### config.mk
export PLATFORM = sky130hd
export DESIGN_NAME = vector_cmd_fifo_flat
export DESIGN_NICKNAME = d
export VERILOG_FILES = /design/src/rtl/vector_cmd_fifo_if.sv /design/src/rtl/vector_cmd_fifo.sv /design/src/flat_wrapper.sv
export SDC_FILE = /design/constraint.sdc
export NUM_CORES = 2
export LEC_CHECK = 0
export CAP_MARGIN = 20
export CORE_MARGIN = 10
export CORE_UTILIZATION = 52
export CTS_CLUSTER_SIZE = 10
export DETAILED_ROUTE_END_ITERATION = 12
export PLACE_DENSITY = 0.77
export SLEW_MARGIN = 20
export SYNTH_ARGS = -nofsm -noshare
export SYNTH_HDL_FRONTEND = slang
export SYNTH_SLANG_ARGS = --single-unit
export TNS_END_PERCENT = 30
### constraint.sdc
create_clock -name clk -period 5.3 [get_ports clk]
set_clock_uncertainty 0.1 [all_clocks]
set_input_delay 1.06 -clock clk [delete_from_list [all_inputs] [get_ports clk]]
set_output_delay 1.06 -clock clk [all_outputs]
set_load 0.02 [all_outputs]
### src/rtl/vector_cmd_fifo_if.sv
// Host/engine handshake bundle for vector_cmd_fifo.
// master = host + engine side (drives strobes), slave = the FIFO itself.
interface vector_cmd_fifo_if #(
    parameter int ADDR_W = 9
);
    logic [7:0]      wr_data;
    logic            wr_en;
    logic            commit;
    logic            abort;
    logic            rd_en;
    logic [7:0]      rd_data;
    logic            empty;
    logic            full;
    logic [ADDR_W:0] level;
    logic            overflow;
    logic            packet_dropped;

    modport master (
        output wr_data, wr_en, commit, abort, rd_en,
        input  rd_data, empty, full, level, overflow, packet_dropped
    );

    modport slave (
        input  wr_data, wr_en, commit, abort, rd_en,
        output rd_data, empty, full, level, overflow, packet_dropped
    );
endinterface

### src/rtl/vector_cmd_fifo.sv
// Byte FIFO with packet commit/abort: staged host bytes become visible to the
// engine only once committed, so the engine never sees a partial command.
module vector_cmd_fifo #(
    parameter int DEPTH  = 512,
    parameter int ADDR_W = 9
) (
    input  logic               clk,
    input  logic               reset,
    vector_cmd_fifo_if.slave   bus
);
    localparam int PTR_W = ADDR_W + 1;
    localparam logic [PTR_W-1:0] DEPTH_PTR = PTR_W'(DEPTH);

    logic [7:0] mem [DEPTH];

    logic [PTR_W-1:0] rp_q, rp_d;
    logic [PTR_W-1:0] wp_commit_q, wp_commit_d;
    logic [PTR_W-1:0] wp_stage_q, wp_stage_d;
    logic [PTR_W-1:0] wp_stage_inc;
    logic [PTR_W-1:0] level_q, level_d;
    logic             empty_q, empty_d;
    logic             full_q, full_d;
    logic             overflow_q, overflow_d;
    logic             packet_dropped_q, packet_dropped_d;
    logic [7:0]       rd_data_q;
    logic             wr_accept;
    logic             rd_accept;

    // Abort outranks commit; a commit on an overflowed packet degrades to an abort.
    always_comb begin
        wr_accept        = bus.wr_en && !full_q;
        rd_accept        = bus.rd_en && !empty_q;
        wp_stage_inc     = wp_stage_q + {{ADDR_W{1'b0}}, wr_accept};
        rp_d             = rp_q + {{ADDR_W{1'b0}}, rd_accept};
        wp_commit_d      = wp_commit_q;
        wp_stage_d       = wp_stage_inc;
        overflow_d       = overflow_q;
        packet_dropped_d = 1'b0;

        if (bus.abort) begin
            wp_stage_d = wp_commit_q;
            overflow_d = 1'b0;
        end else if (bus.commit && overflow_q) begin
            wp_stage_d       = wp_commit_q;
            overflow_d       = 1'b0;
            packet_dropped_d = 1'b1;
        end else begin
            if (bus.wr_en && full_q) begin
                overflow_d = 1'b1;
            end
            if (bus.commit) begin
                wp_commit_d = wp_stage_inc;
            end
        end

        // Flags come from next-state pointers so the registered copies are exact.
        empty_d = (rp_d == wp_commit_d);
        full_d  = ((wp_stage_d - rp_d) == DEPTH_PTR);
        level_d = wp_commit_d - rp_d;
    end

    always_ff @(posedge clk) begin
        if (reset) begin
            rp_q             <= '0;
            wp_commit_q      <= '0;
            wp_stage_q       <= '0;
            level_q          <= '0;
            empty_q          <= 1'b1;
            full_q           <= 1'b0;
            overflow_q       <= 1'b0;
            packet_dropped_q <= 1'b0;
        end else begin
            rp_q             <= rp_d;
            wp_commit_q      <= wp_commit_d;
            wp_stage_q       <= wp_stage_d;
            level_q          <= level_d;
            empty_q          <= empty_d;
            full_q           <= full_d;
            overflow_q       <= overflow_d;
            packet_dropped_q <= packet_dropped_d;
        end
    end

    // Storage has no reset so it maps onto block RAM; stale bytes are unreachable once pointers clear.
    always_ff @(posedge clk) begin
        if (wr_accept) begin
            mem[wp_stage_q[ADDR_W-1:0]] <= bus.wr_data;
        end
    end

    always_ff @(posedge clk) begin
        if (reset) begin
            rd_data_q <= '0;
        end else if (rd_accept) begin
            rd_data_q <= mem[rp_q[ADDR_W-1:0]];
        end
    end

    assign bus.rd_data        = rd_data_q;
    assign bus.empty          = empty_q;
    assign bus.full           = full_q;
    assign bus.level          = level_q;
    assign bus.overflow       = overflow_q;
    assign bus.packet_dropped = packet_dropped_q;
endmodule

### src/flat_wrapper.sv
// flat-port wrapper written by rule: the top's interface ports become plain ports
module vector_cmd_fifo_flat 
#(
    parameter int DEPTH  = 512,
    parameter int ADDR_W = 9
)
  (clk, reset, bus_wr_data, bus_wr_en, bus_commit, bus_abort, bus_rd_en, bus_rd_data, bus_empty, bus_full, bus_level, bus_overflow, bus_packet_dropped);
  vector_cmd_fifo_if #(.ADDR_W(ADDR_W)) bus_i ();
  input  logic clk;
  input  logic reset;
  input wire logic [$bits(bus_i.wr_data)-1:0] bus_wr_data;
  input wire logic [$bits(bus_i.wr_en)-1:0] bus_wr_en;
  input wire logic [$bits(bus_i.commit)-1:0] bus_commit;
  input wire logic [$bits(bus_i.abort)-1:0] bus_abort;
  input wire logic [$bits(bus_i.rd_en)-1:0] bus_rd_en;
  output wire logic [$bits(bus_i.rd_data)-1:0] bus_rd_data;
  output wire logic [$bits(bus_i.empty)-1:0] bus_empty;
  output wire logic [$bits(bus_i.full)-1:0] bus_full;
  output wire logic [$bits(bus_i.level)-1:0] bus_level;
  output wire logic [$bits(bus_i.overflow)-1:0] bus_overflow;
  output wire logic [$bits(bus_i.packet_dropped)-1:0] bus_packet_dropped;
  assign bus_i.wr_data = bus_wr_data;
  assign bus_i.wr_en = bus_wr_en;
  assign bus_i.commit = bus_commit;
  assign bus_i.abort = bus_abort;
  assign bus_i.rd_en = bus_rd_en;
  assign bus_rd_data = bus_i.rd_data;
  assign bus_empty = bus_i.empty;
  assign bus_full = bus_i.full;
  assign bus_level = bus_i.level;
  assign bus_overflow = bus_i.overflow;
  assign bus_packet_dropped = bus_i.packet_dropped;
  vector_cmd_fifo #(.DEPTH(DEPTH), .ADDR_W(ADDR_W)) u_core (.clk(clk), .reset(reset), .bus(bus_i));
endmodule
==> out/summary.txt <==
Run status: finished, final reports clean
Overall routed net length: 446000 um
Vias per cell: 6.95
# nets final: 7989
Die X: 578 um
# IOs: 36
Worst-path clk slew: 0.06 ns
Area growth, synth to finish: 11.2%
Max-cap violations: 0
Final setup viols: 0
CP max stage cell: a221oi_2
Cts repair resizes: 0
RSZ-0062 raised after global routing: no
H-tree depth: 5
WL per Instance: 36.6 um
Cell accounting for the most synthesized area: edfxtp_1
Post-layout min period: 4.89 ns
I/O Buffers: 35
1st-iter DRT viols: 13.9k
Core area: 309000 sq um
Worst-margin pin slew: 1.30 ns
Crit path DAT: 5.59 ns
Max Slew Vio Count: 0
CTS root buf: clkbuf_16
Global route total overflow: 0
Main synth FF type: edfxtp_1
Clock latency on the worst-skew pair: 0.97 ns
Post-synth ARST share: 0%
Die ar.: 334000 sq um
Max_slew headroom: 13.1%
CP cell instances: buf_12, buf_12, buf_4, mux4_2, a211oi_1, a21oi_1, a221oi_2, nand2_1, a221oi_2, nor4_1
Fmax: 205 MHz
Clk buf depth: 4
Placed Area: 168000 sq um
Synthesized area per cell: 21.2 sq um
Dpl hpwl: 261000 um
DIE HEIGHT: 578 um
Post-synth top area share: 76.1%
WS Path Type: reg -> reg
Mapped Cells: 7639
Maximum VDD drop: 0.000344 V
EDFF count, synth: 4096
Hold Fails Final Rpt: 0
CTS tree: done
Setup TNS: 0 ns
Period utilisation layout: 92.2%
Largest net degree at the start of global routing: 157
First-pass GRT wire length: 629000 um
Via count: 84.7k
Fin Hold WS: 0.382 ns
CP Data Required Time: 6.00 ns
Initial antenna violation count: 27
Hold_buf cts: 0
Count leader, synth: edfxtp_1
P per Cell Area: 373 nW/um^2
Drt pass-1 iters: 10
Flip-flop and latch count after synthesis: 4148
Tot GR Track Use: 26.1%
TritonCTS Buffers: 460
Cell variety after synth: 84
Total power: 67.0 mW
DRC: 0
Post-DRT Antenna Nets: 0
Syn_nets: 7677
P_leak: 54.5 nW
Top post-synthesis cells by area: edfxtp_1, mux4_2, mux2i_1
TritonCTS Sinks: 4148
Crit Path Max Fanout: 38
Post-synth top cells: edfxtp_1, mux4_2, nor2_1, mux2i_1, nand2_1
CP max stage delay: 1.02 ns
Post-CTS Setup Repair Bufs: 0
Routability cong.: 0.920
Initial Utilization: 52.3%
Standard-cell row count: 204
Worst min path class: reg -> reg
Number of global-route vias before repair: 84.0k
Final core occ: 58.2%
Synth warn: 0
Sequential-to-total area share from yosys stat: 76.7%
Design area: 180000 sq um
CP Capture Type: register
Post-Syn Area: 162000 sq um
Critical Path Start Type: register
Fraction of layout cells with a size suffix above 1: 21.8%
[worst paths after layout]
| kind | from | cells after the start | slack, ns | to |
|---|---|---|---|---|
| setup / recovery | u_core.rp_q[1] | 10 | 0.41 | u_core.bus.rd_data[1] |
| hold reg to reg | u_core.bus.overflow | 2 | 0.38 | u_core.bus.packet_dropped |
| setup reg to reg | u_core.rp_q[1] | 10 | 0.41 | u_core.bus.rd_data[1] |
| hold / removal | u_core.bus.overflow | 2 | 0.38 | u_core.bus.packet_dropped |
[flip-flops by register name, summed over array words and instances (netlist names), 8 cells and up]
name / flops
u_core.mem: 4096
u_core.wp_commit_q: 10
u_core.bus.rd_data: 8
u_core.wp_stage_q: 10
u_core.rp_q: 10
u_core.bus.level: 10
[cell families (layout without fill, tap and decap cells)]
group	after synthesis	after routing	synth area share, %
mux	1262	1262	15.4
xor+xnor	25	25	0.135
buf+inv	488	893	1.91
fa+ha+maj	24	24	0.190
flops	4148	4148	76.7
simple gates	1002	1002	2.61
other cells	0	27	0
compound gates	690	690	3.05
[report_power, final]
group | internal, mW | total [mW] | switching (mW) | leakage [nW]
Sequential | 36.1 | 36.2 | 0.0721 | 37.2
Combinational | 1.33 | 3.37 | 2.03 | 11.3
Clock | 15.6 | 27.5 | 11.9 | 5.96
[through the flow]
stage               std cells  setup slack [ns]
floorplan                7639              1.09
global placement        11608           -0.0124
detailed placement      11608             0.318
CTS                     12163             0.884
global route            12166             0.556
finish                  12191             0.412
[per-layer routing]
metal  global-route usage (%)  routed length [um]  vias to the layer above
li1                         -                   -                    32374
met1                     34.0              150000                    43768
met2                     40.0              206000                     7210
met3                     8.43               61500                     1373
met4                     13.2               27300                       20
met5                        0                 134                        -
[area by class of cell]
cell class / instances / area (sq um)
Clock buffer: 532 / 11900
Clock inverter: 23 / 345
Sequential cell: 4148 / 124000
Multi-Input combinational cell: 3003 / 34700
Fill cell: 20810 / 129000
Inverter: 14 / 60.1
Timing Repair Buffer: 324 / 3510
Tap cell: 4120 / 5150
Antenna cell: 27 / 67.6
[critical path: cells and delay by family, from the launching register on]
family                 cells  cell delay [ns]
AND/OR/NAND/NOR            2             0.42
AO/OA/AOI/OAI              4             1.85
buffers and inverters      3             0.91
multiplexers               1             0.35
flip-flops                 1             0.95
[cells in the final DEF, fill, tap and decap left out, types with 12 or more instances in the layout]
master	count
edfxtp_1	4096
mux4_2	894
nor2_1	613
clkbuf_16	465
mux2i_1	283
buf_4	212
nand2_1	169
a22oi_1	166
a21oi_1	96
o22ai_1	80
buf_12	76
clkbuf_1	67
mux4_1	62
nand3_1	60
o21ai_0	59
o221ai_1	48
a221oi_1	46
dfxtp_1	44
a22o_1	39
a211oi_1	38
nor2b_1	34
nor3_1	29
diode_2	27
clkdlybuf4s50_1	26
a31oi_1	23
ha_1	23
mux2_2	22
xnor2_1	14
nand4_1	14
nand2_4	12
Power figures use the tool's default switching activity.
